File: src/rtl/present_pkg.sv
// rtl/present_pkg.sv - shared types and constants for the PRESENT-80 round controller
package present_pkg;

    typedef enum logic [2:0] {
        IDLE  = 3'd0,
        LOAD  = 3'd1,
        ROUND = 3'd2,
        FINAL = 3'd3,
        DONE  = 3'd4
    } state_t;

    localparam int PRESENT_ROUNDS = 31;
    localparam int PRESENT_KEY_W  = 80;
    localparam int PRESENT_BLK_W  = 64;
    localparam int PRESENT_CNT_W  = 6;

endpackage

File: src/rtl/present_round_cnt.sv
// rtl/present_round_cnt.sv - round counter with clear, load-to-1, increment and terminal flag
module present_round_cnt #(
    parameter int CNT_W      = 6,
    parameter int NUM_ROUNDS = 31
) (
    input  logic             i_clock,
    input  logic             i_reset,
    input  logic             i_clr,
    input  logic             i_load,
    input  logic             i_inc,
    output logic [CNT_W-1:0] o_count,
    output logic             o_tc
);

    localparam logic [CNT_W-1:0] TC_VAL  = CNT_W'(NUM_ROUNDS);
    localparam logic [CNT_W-1:0] ONE_VAL = CNT_W'(1);

    logic [CNT_W-1:0] r_count;

    always_ff @(posedge i_clock) begin
        if (i_reset || i_clr) begin
            r_count <= '0;
        end else if (i_load) begin
            r_count <= ONE_VAL;
        end else if (i_inc) begin
            r_count <= r_count + ONE_VAL;
        end
    end

    assign o_count = r_count;
    // Flags the last sbox/pLayer round; the step after it lands on NUM_ROUNDS+1 for K32.
    assign o_tc    = (r_count == TC_VAL);

endmodule

File: src/rtl/present_round_ctrl.sv
// rtl/present_round_ctrl.sv - PRESENT-80 sequencing FSM; optional abort under PRESENT_ABORT_EN
module present_round_ctrl
    import present_pkg::*;
#(
    parameter int NUM_ROUNDS = PRESENT_ROUNDS,
    parameter int CNT_W      = PRESENT_CNT_W
) (
    input  logic             i_clock,
    input  logic             i_reset,
`ifdef PRESENT_ABORT_EN
    input  logic             i_abort,
`endif
    input  logic             i_start,
    input  logic             i_out_ready,
    output logic             o_busy,
    output logic             o_key_load,
    output logic             o_state_load,
    output logic             o_round_en,
    output logic [CNT_W-1:0] o_round_counter,
    output logic             o_final_xor,
    output logic             o_out_valid
);

    state_t r_state;
    logic   r_busy;
    logic   r_key_load;
    logic   r_state_load;
    logic   r_round_en;
    logic   r_final_xor;
    logic   r_out_valid;

    logic   w_abort;
    logic   w_abort_op;
    logic   w_cnt_clr;
    logic   w_cnt_load;
    logic   w_cnt_inc;
    logic   w_cnt_tc;

`ifdef PRESENT_ABORT_EN
    assign w_abort = i_abort;
`else
    assign w_abort = 1'b0;
`endif

    // r_busy is high exactly in LOAD, ROUND and FINAL, the only states abort may cancel.
    assign w_abort_op = w_abort && r_busy;

    always_comb begin
        w_cnt_clr  = 1'b0;
        w_cnt_load = 1'b0;
        w_cnt_inc  = 1'b0;
        case (r_state)
            IDLE:    w_cnt_load = i_start;
            ROUND:   w_cnt_inc  = 1'b1;
            DONE:    w_cnt_clr  = i_out_ready;
            default: ;
        endcase
        if (w_abort_op) begin
            w_cnt_clr  = 1'b1;
            w_cnt_load = 1'b0;
            w_cnt_inc  = 1'b0;
        end
    end

    present_round_cnt #(
        .CNT_W      (CNT_W),
        .NUM_ROUNDS (NUM_ROUNDS)
    ) u_round_cnt (
        .i_clock (i_clock),
        .i_reset (i_reset),
        .i_clr   (w_cnt_clr),
        .i_load  (w_cnt_load),
        .i_inc   (w_cnt_inc),
        .o_count (o_round_counter),
        .o_tc    (w_cnt_tc)
    );

    always_ff @(posedge i_clock) begin
        if (i_reset) begin
            r_state      <= IDLE;
            r_busy       <= 1'b0;
            r_key_load   <= 1'b0;
            r_state_load <= 1'b0;
            r_round_en   <= 1'b0;
            r_final_xor  <= 1'b0;
            r_out_valid  <= 1'b0;
        end else begin
            r_key_load   <= 1'b0;
            r_state_load <= 1'b0;
            r_round_en   <= 1'b0;
            r_final_xor  <= 1'b0;
            case (r_state)
                IDLE: begin
                    if (i_start) begin
                        r_state      <= LOAD;
                        r_busy       <= 1'b1;
                        r_key_load   <= 1'b1;
                        r_state_load <= 1'b1;
                    end
                end
                LOAD: begin
                    r_state    <= ROUND;
                    r_round_en <= 1'b1;
                end
                ROUND: begin
                    if (w_cnt_tc) begin
                        r_state     <= FINAL;
                        r_final_xor <= 1'b1;
                    end else begin
                        r_round_en  <= 1'b1;
                    end
                end
                FINAL: begin
                    r_state     <= DONE;
                    r_busy      <= 1'b0;
                    r_out_valid <= 1'b1;
                end
                DONE: begin
                    // start in this cycle is dropped; it must still be high once back in IDLE.
                    if (i_out_ready) begin
                        r_state     <= IDLE;
                        r_out_valid <= 1'b0;
                    end
                end
                default: begin
                    r_state     <= IDLE;
                    r_busy      <= 1'b0;
                    r_out_valid <= 1'b0;
                end
            endcase
            if (w_abort_op) begin
                r_state      <= IDLE;
                r_busy       <= 1'b0;
                r_key_load   <= 1'b0;
                r_state_load <= 1'b0;
                r_round_en   <= 1'b0;
                r_final_xor  <= 1'b0;
                r_out_valid  <= 1'b0;
            end
        end
    end

    assign o_busy       = r_busy;
    assign o_key_load   = r_key_load;
    assign o_state_load = r_state_load;
    assign o_round_en   = r_round_en;
    assign o_final_xor  = r_final_xor;
    assign o_out_valid  = r_out_valid;

endmodule
File: config.mk
export PLATFORM = sky130hd
export DESIGN_NAME = present_round_ctrl
export DESIGN_NICKNAME = d
export VERILOG_FILES = /design/src/rtl/present_pkg.sv /design/src/rtl/present_round_cnt.sv /design/src/rtl/present_round_ctrl.sv
export SDC_FILE = /design/constraint.sdc
export NUM_CORES = 1
export LEC_CHECK = 0
export BUFFER_PORTS_ARGS = -buffer_cell sky130_fd_sc_hd__buf_2
export CORE_AREA = 2 2 39 41
export CTS_CLUSTER_SIZE = 14
export DETAILED_ROUTE_END_ITERATION = 6
export DIE_AREA = 0 0 41 43
export PLACE_DENSITY = 0.79
export SYNTH_ARGS = -nofsm -noshare
export SYNTH_HDL_FRONTEND = slang
export SYNTH_SLANG_ARGS = --single-unit
File: constraint.sdc
create_clock -name i_clock -period 3.8 [get_ports i_clock]
set_clock_uncertainty 0.05 [all_clocks]
set_input_delay 0.76 -clock i_clock [delete_from_list [all_inputs] [get_ports i_clock]]
set_output_delay 0.76 -clock i_clock [all_outputs]
set_load 0.05 [all_outputs]
# [Word level (Yosys, flattened, before mapping)]
# Index checks and enable logic that the tools add are counted.
[totals] register_bits=14 output_inout_bits=12 elab_cells=49
[classes] addsub=1 eq_ne=8 mux=17 bitwise_logic=4 n_reduce_logical=11
[op_table] cell="$pmux 3 s5" count=1
[op_table] cell="$mux 1" count=10
[op_table] cell="$mux 3" count=3
[op_table] cell="$add 6x1->6 const B" count=1
[op_table] cell="$eq 3x2->1 const B" count=2
[op_table] cell="$eq 6x5->1 const B" count=1
[op_table] cell="$reduce_or 2->1" count=3
[op_table] cell="$reduce_or 3->1" count=2
[op_table] cell="$ne 2x2->1 const B" count=2
[op_table] cell="$not 1->1" count=4
[op_table] cell="$pmux 1 s2" count=2
[op_table] cell="$reduce_and 2->1" count=2
[op_table] cell="$eq 3x1->1 const B" count=1
[op_table] cell="$eq 3x3->1 const B" count=1
[op_table] cell="$logic_not 3->1" count=1
[op_table] cell="$pmux 1 s3" count=1
[op_table] cell="$reduce_and 3->1" count=1
[op_table] cell="$ne 2x1->1 const B" count=1
[op_table] cell="$reduce_bool 2->1" count=1
[op_table] cell="$logic_or 1x1->1" count=1

# [Logic depth before layout (Yosys ltp)]
# Gate-level depths: netlist (run 1).
[depth] ltp_word=4 ltp_mapped=4 ltp_nobuf=4

# [Cells and area by module]
# From an unflattened synthesis (run 1), not the netlist that was laid out.
[hier_totals] hier_cells=71 hier_area_um2=653.1
[modules_own_cells] module="present_round_ctrl" n_inst=1 cells_each=42 area_per_inst_um2=390.4
[modules_own_cells] module="present_round_cnt" n_inst=1 cells_each=29 area_per_inst_um2=262.8

# [Worst setup path before layout (run 1)]
# No wires, ideal clock.
[synth_timing] kind="reg-to-output" startpoint="reg r_state_load, in the netlist o_state_load" endpoint="out o_state_load" arrival_time_ns=0.894 path_slack_ns=2.096 stages_incl_launch_ff=2 path_buffers=1 path_cell_list="dfxtp_1 > buf_4"
[synth_lines] item="start, declared" line="present_round_ctrl.sv:27" text="logic r_state_load;"
[synth_lines] item="start signal, assigned" line="present_round_ctrl.sv:83" text="r_state_load <= 1'b0;"
[synth_lines] item="start signal, assigned" line="present_round_ctrl.sv:89" text="r_state_load <= 1'b0;"
[synth_lines] item="start signal, assigned" line="present_round_ctrl.sv:98" text="r_state_load <= 1'b1;"
[synth_lines] item="end, declared" line="present_round_ctrl.sv:17" text="output logic o_state_load,"
# No word-level cell between the ends.

# [Worst setup path in the final report (run 1)]
[layout_timing] startpoint="reg u_round_cnt.r_count[0], in the netlist u_round_cnt.o_count[0]" endpoint="out o_round_counter[0]"
[layout_lines] item="start, declared" line="present_round_cnt.sv:18" text="logic [CNT_W-1:0] r_count;"
[layout_lines] item="start signal, assigned" line="present_round_cnt.sv:26" text="r_count <= r_count + ONE_VAL;"
[layout_lines] item="end, declared" line="present_round_ctrl.sv:19" text="output logic [CNT_W-1:0] o_round_counter,"
# No word-level cell between the ends.

==> reports/results.ini, run 1 <==
[power]
ir_drop_v=0.000151
p_sw_share_pct=28.4
power.net_switching_uw=90.5
seq_power_share_pct=51.0
power_leakage_nw=0.306
pwr-share-comb_pct=16.3
pwr-share-clk_pct=32.7
power_density_nw_per_um2=428
p_int_uw=228

[worst_setup_path]
crit_type=reg -> out
critical_path.reg2reg.startpoint=r_state[1]
reg2reg_to=u_round_cnt.o_count[4]
worst_path_buf_inv=1
critPathSlowestCell=sky130_fd_sc_hd__dfxtp_1
critPathArrivalTime_ns=0.99
critical_path_cell_count=1
worstPathRequired_ns=2.99
r2r_setup_slack_ns=2.09
slowest_delay_ns=0.42
cpLargestDelayFamily=flip-flops
timing.critical_path.cells=buf_2
worstSetupStartpointType=flop
peak_fanout_along_the_critical_path=6
rr_worst_depth=3
timing.critical_path.to_type=output pin

[logic_synthesis]
cell_type_contributing_the_most_total_cell_area_after_synthesis=sky130_fd_sc_hd__dfxtp_1
post_synthesis_mean_instance_area_um2=8.66
post_synthesis_adder_cell_area_fraction_pct=1.95
synth.yosys.warnings=0
synth.yosys.seq_area_share_pct=43.7
synth_top_cell_area_share_pct=43.7
synth_cell_types=31
post_synth_most_frequent_cells=sky130_fd_sc_hd__dfxtp_1, sky130_fd_sc_hd__a21oi_1, sky130_fd_sc_hd__nand2_1
synthArstFlopShare_pct=0
synth_top_family_by_area=simple AND/OR/NAND/NOR gates
postSynthRegisterBits=14
synth_most_common_cell=sky130_fd_sc_hd__dfxtp_1
synth_compound_gate_area_share_pct=21.1
synthesis.instances=74
synth-xor-area-share_pct=0
mappedNetlistArea_um2=641
synth_simple_gate_area_share_pct=23.2
synth_area_leaders=sky130_fd_sc_hd__dfxtp_1, sky130_fd_sc_hd__a21oi_1, sky130_fd_sc_hd__o31ai_1
synth.area.mux_share_pct=3.13
synth_enable_flop_cells=0
synth_top_flop_cell=sky130_fd_sc_hd__dfxtp_1
synth.net_count=79

[detailed_routing]
wl_per_cell_um=12.1
first_pass_iters=4
vias_per_cell=5.74
drc_errors=0
detailedRoute.firstIterationViolations=11
drtAntennaViolNets=0
route.final.wire_length_mm=1.24
vias=591

[grt]
antenna_found_initial=0
grt.busiest_layer=met2
gr-usage-met3_pct=1.57
grt_pass1_wl_mm=2.03
globalRouteTotalUtil_pct=16.9
grt_use_met2_pct=25.3
largest_net_degree_at_the_start_of_global_routing=15
number_of_global_route_vias_before_repair=526
grt_overflow=0
groute.layer.met1.usage_pct=20.8

[floorplanning]
floorplan.rows=14
initial_utilization_pct=46.3
fp.dieW_um=41
die_area_um2=1760
io-pin-count=16
core_region_area_um2=1380
die_y_extent_um=43

[layout]
areaGrowthSynthToFinish_pct=16.0
layout-drive-gt1-share_pct=21.8
antenna_cells=0
n_fill_cell=131
post_layout_nonfiller_instances=103
nNetsFinal=93

[sta]
fin_setup_tns_ns=0
min_period_ns=1.80
hold_violations=0
fin_crit_sh_pct=47.3
hold_slack_ns=0.415
max_freq_ghz=0.557
worst_pin_slew_ns=0.608
slew_headroom_pct=59.1
grt_setup_unrepaired=false
finalSetupViolations=0
max_transition_viols_final=0

[min_path]
timing.hold.worst_endpoint=o_busy
hold_depth=2
hold_path_class=reg -> reg
hold_path_startpoint=o_busy

[clock_tree]
post-cts-setup-buffer-count=0
tritoncts.num_buffers=3
numClockSinks=14
cts.path.max_buffers=2
clock_insertion_delay_worst_skew_ns=0.27
h-tree-depth=1
post_cts.resized_instances=0
clk_root_buffer_cell=sky130_fd_sc_hd__clkbuf_4
worst_setup_hold_path_clk_slew_ns=0.08
cts_hold_repair.buffers=0
tritoncts=yes

[flow_run]
cap_viol_max_count=0

[placement]
gpl.final_weighted_congestion=0.738
port_buffer_cells=15
place_hpwl_um=877
dp_cells=99

[outcome]
outcome=finished, final reports clean

final cells by class:
type                       count  area (um^2)  area share [%]
inverter                       4         15.0            2.02
timing repair buffer          15         75.1            10.1
sequential                    14          280            37.7
clock buffer                   4         36.3            4.88
tap                           16         20.0            2.69
multi-input combinational     50          317            42.6
power groups by stage:
stage / Clock [mW] / Sequential, mW / Combinational [mW]
floorplan: 0 / 0.179 / 0.0292
global placement: 0 / 0.165 / 0.0509
detailed placement: 0 / 0.166 / 0.0520
CTS: 0.107 / 0.162 / 0.0524
global route: 0.113 / 0.164 / 0.0565
finish: 0.104 / 0.162 / 0.0519
registers in the layout (all words and copies together), names as in the netlist:
signal and count:
u_round_cnt.o_count 6, o_state_load 1, o_out_valid 1, o_final_xor 1
r_state 3, o_busy 1, o_round_en 1
worst max path at each step:
stage	from	end	slack, ns
2_1_floorplan	o_state_load	o_state_load	2.10
3_3_place_gp	i_out_ready	u_round_cnt.o_count[1]	2.04
3_5_place_dp	i_start	u_round_cnt.o_count[1]	2.03
4_1_cts	u_round_cnt.o_count[0]	o_round_counter[0]	1.99
5_1_grt	u_round_cnt.o_count[0]	o_round_counter[0]	1.94
6_report	u_round_cnt.o_count[0]	o_round_counter[0]	2.00
cell usage in the layout (no fill, tap or decap), drive strengths merged, types with 2 or more instances in the layout:
master	instances
nand2	5
o31ai	4
inv	4
o21bai	2
or3	4
mux2i	2
nor4	2
clkbuf	4
dfxtp	14
o21ai	3
a21oi	7
a211oi	2
nor2	4
nand2b	2
buf	15
cells by family after synthesis:
family	count (synthesis)
multiplexers	2
buffers and inverters	10
flip-flops	14
AO/OA/AOI/OAI	21
adder cells (fa/ha/maj)	1
AND/OR/NAND/NOR	26
worst reg2reg max path: cells and delay by family (launching register included):
kind             cells  cell delay, ns
AND/OR/NAND/NOR      2            0.89
flip-flops           1            0.57
AO/OA/AOI/OAI        1            0.14
stage by stage:
stage	setup slack [ns]	utilization, %	total power, mW	area (um^2)
floorplan	2.10	-	0.208	641
global placement	2.04	51.1	0.216	707
detailed placement	2.03	51.1	0.218	707
CTS	1.99	53.7	0.322	743
global route	1.94	53.7	0.334	743
finish	2.00	53.7	0.318	743
routing by layer:
layer | part of all wire [%] | up-vias
met2 | 49 | 12
met1 | 46 | 277
met4 | 1.8 | 0
met5 | 0 | -
met3 | 3.6 | 2
li1 | - | 300
No activity file was read; power rests on OpenSTA's default activity.
==> inputs of run 2 (changes only) <==
--- a/config.mk
+++ b/config.mk
@@ -6,11 +6,10 @@
 export NUM_CORES = 1
 export LEC_CHECK = 0
 export BUFFER_PORTS_ARGS = -buffer_cell sky130_fd_sc_hd__buf_2
-export CORE_AREA = 2 2 39 41
+export CORE_UTILIZATION = 44
 export CTS_CLUSTER_SIZE = 14
 export DETAILED_ROUTE_END_ITERATION = 6
-export DIE_AREA = 0 0 41 43
-export PLACE_DENSITY = 0.79
+export PLACE_DENSITY = 0.77
 export SYNTH_ARGS = -nofsm -noshare
 export SYNTH_HDL_FRONTEND = slang
 export SYNTH_SLANG_ARGS = --single-unit
==> constraint.sdc (replaced) <==
create_clock -name i_clock -period 1.5 [get_ports i_clock]
set_clock_uncertainty 0.05 [all_clocks]
set_input_delay 0.3 -clock i_clock [delete_from_list [all_inputs] [get_ports i_clock]]
set_output_delay 0.3 -clock i_clock [all_outputs]
set_load 0.05 [all_outputs]
==> reports/results.ini, run 2 (synthesized netlist as in run 1, its figures left out) <==
[grt]
grt_overflow=0  ; unchanged
number_of_global_route_vias_before_repair=473  ; -10%
largest_net_degree_at_the_start_of_global_routing=13  ; -2
globalRouteTotalUtil_pct=19.7  ; +2.8 points
grt_pass1_wl_mm=2.04  ; +0.35%
antenna_found_initial=0  ; unchanged

[detailed_routing]
detailedRoute.firstIterationViolations=16  ; +5
route.final.wire_length_mm=1.32  ; +6.3%
vias=601  ; +1.7%
drc_errors=0  ; unchanged
drtAntennaViolNets=0  ; unchanged
wl_per_cell_um=12.3  ; +2.3%
first_pass_iters=4  ; unchanged
vias_per_cell=5.62  ; -2.1%

[sta]
hold_slack_ns=0.267  ; -0.148 ns
fin_setup_tns_ns=0  ; unchanged
grt_setup_unrepaired=false
worst_pin_slew_ns=0.253  ; -0.355 ns
max_transition_viols_final=0  ; unchanged
slew_headroom_pct=83.0  ; +24 points
layout_setup_ws_ns=0.0626  ; -1.94 ns
min_period_ns=1.44
max_freq_ghz=0.696
hold_violations=0  ; unchanged
finalSetupViolations=0  ; unchanged
fin_crit_sh_pct=95.8

[worst_setup_path]
crit_type=reg -> reg
worstSetupStartpointType=flop
critPathArrivalTime_ns=1.60  ; +0.61 ns
peak_fanout_along_the_critical_path=6  ; unchanged
timing.critical_path.to_type=flop
worstPathRequired_ns=1.66  ; -1.33 ns
r2r_setup_slack_ns=0.06  ; -2.03 ns

[floorplanning]
core_region_area_um2=1330  ; -3.6%
die_y_extent_um=40.2  ; -6.6%
fp.dieW_um=40.2  ; -2.1%
initial_utilization_pct=48.0  ; +1.7 points
io-pin-count=16  ; unchanged
die_area_um2=1610  ; -8.5%
floorplan.rows=13  ; -1

[clock_tree]
h-tree-depth=1  ; unchanged
clock_insertion_delay_worst_skew_ns=0.28  ; about the same
worst_setup_hold_path_clk_slew_ns=0.08  ; about the same
post_cts.resized_instances=0  ; unchanged
numClockSinks=14  ; unchanged
cts_hold_repair.buffers=0  ; unchanged
tritoncts.num_buffers=3  ; unchanged
tritoncts=yes
cts.path.max_buffers=2  ; unchanged
post-cts-setup-buffer-count=0  ; unchanged
clk_root_buffer_cell=sky130_fd_sc_hd__clkbuf_4

[placement]
dp_cells=103  ; +4.0%
port_buffer_cells=15  ; unchanged
place_hpwl_um=996  ; +13%
gpl.final_weighted_congestion=0.775  ; +5.1%
detailedPlace.worstSlack_ns=0.0775  ; -1.96 ns

[layout]
post_layout_nonfiller_instances=107  ; +3.9%
nNetsFinal=98  ; +5.4%
n_fill_cell=126  ; -3.8%
most-common-layout-cells=sky130_fd_sc_hd__buf_2, sky130_fd_sc_hd__dfxtp_1, sky130_fd_sc_hd__a21oi_1
antenna_cells=0  ; unchanged
layout-drive-gt1-share_pct=32.6  ; +11 points
areaGrowthSynthToFinish_pct=25.6
layout.cells.most_common=sky130_fd_sc_hd__buf_2
largest_reg_flops=6  ; unchanged
post-route-util_pct=60.3  ; +6.6 points

[power]
power_density_nw_per_um2=1030  ; +140%
power_leakage_nw=0.338  ; +11%
ir_drop_v=0.000665  ; +340%

[outcome]
outcome=finished, final reports clean

[min_path]
hold_path_class=in -> reg

[flow_run]
cap_viol_max_count=0  ; unchanged

-- run 2: changes by cell type in the layout (fill, tap and decap cells not counted) --
cell	before	now
sky130_fd_sc_hd__dfxtp_1	14	9
sky130_fd_sc_hd__dfxtp_2	0	5
sky130_fd_sc_hd__buf_4	0	4
sky130_fd_sc_hd__buf_12	0	1
sky130_fd_sc_hd__nor4b_1	1	0
sky130_fd_sc_hd__nor4b_2	0	1
-- run 2: path summary, 6_finish.rpt --
kind | start | end | cells after the start
max | r_state[1] | u_round_cnt.o_count[4] | 3
min | i_reset | r_state[2] | 2
max reg2reg | r_state[1] | u_round_cnt.o_count[4] | 3
min reg2reg | o_busy | o_busy | 2
-- run 2: final cells by class --
type	instances	area (um^2)	share of cell area (%)
Clock buffer	4	36.3	4.51
Timing Repair Buffer	20	125	15.6
Inverter	4	15.0	1.87
Tap cell	15	18.8	2.33
Multi-Input combinational cell	50	323	40.1
Sequential cell	14	287	35.6
-- run 2: where the power goes --
| part | switching [mW] | internal, mW | leakage [nW] |
|---|---|---|---|
| Combinational | 0.107 | 0.0576 | 0.200 |
| Clock | 0.117 | 0.148 | 0.0210 |
| Sequential | 0.0125 | 0.389 | 0.117 |
| Total | 0.236 | 0.595 | 0.338 |
-- run 2: layer usage --
layer | vias up | track usage (%) | share of wire [%]
met4 | 0 | 5.17 | 0.61
met1 | 281 | 22.7 | 45
li1 | 306 | - | -
met5 | - | 0 | 0
met3 | 2 | 10.0 | 4.5
met2 | 12 | 31.9 | 50
-- run 2: critical path, stage by stage (launching register included) --
cell and delay (ns):
sky130_fd_sc_hd__dfxtp_1 0.37, sky130_fd_sc_hd__or3b_1 0.44, sky130_fd_sc_hd__or3_1 0.37, sky130_fd_sc_hd__a21oi_1 0.13
-- run 2: through the flow --
stage	power [mW]	instance area (um^2)
after global routing	0.874	805
after detailed placement	0.574	762
after floorplan	0.527	647
after CTS	0.840	798
final	0.831	805
after global placement	0.568	762
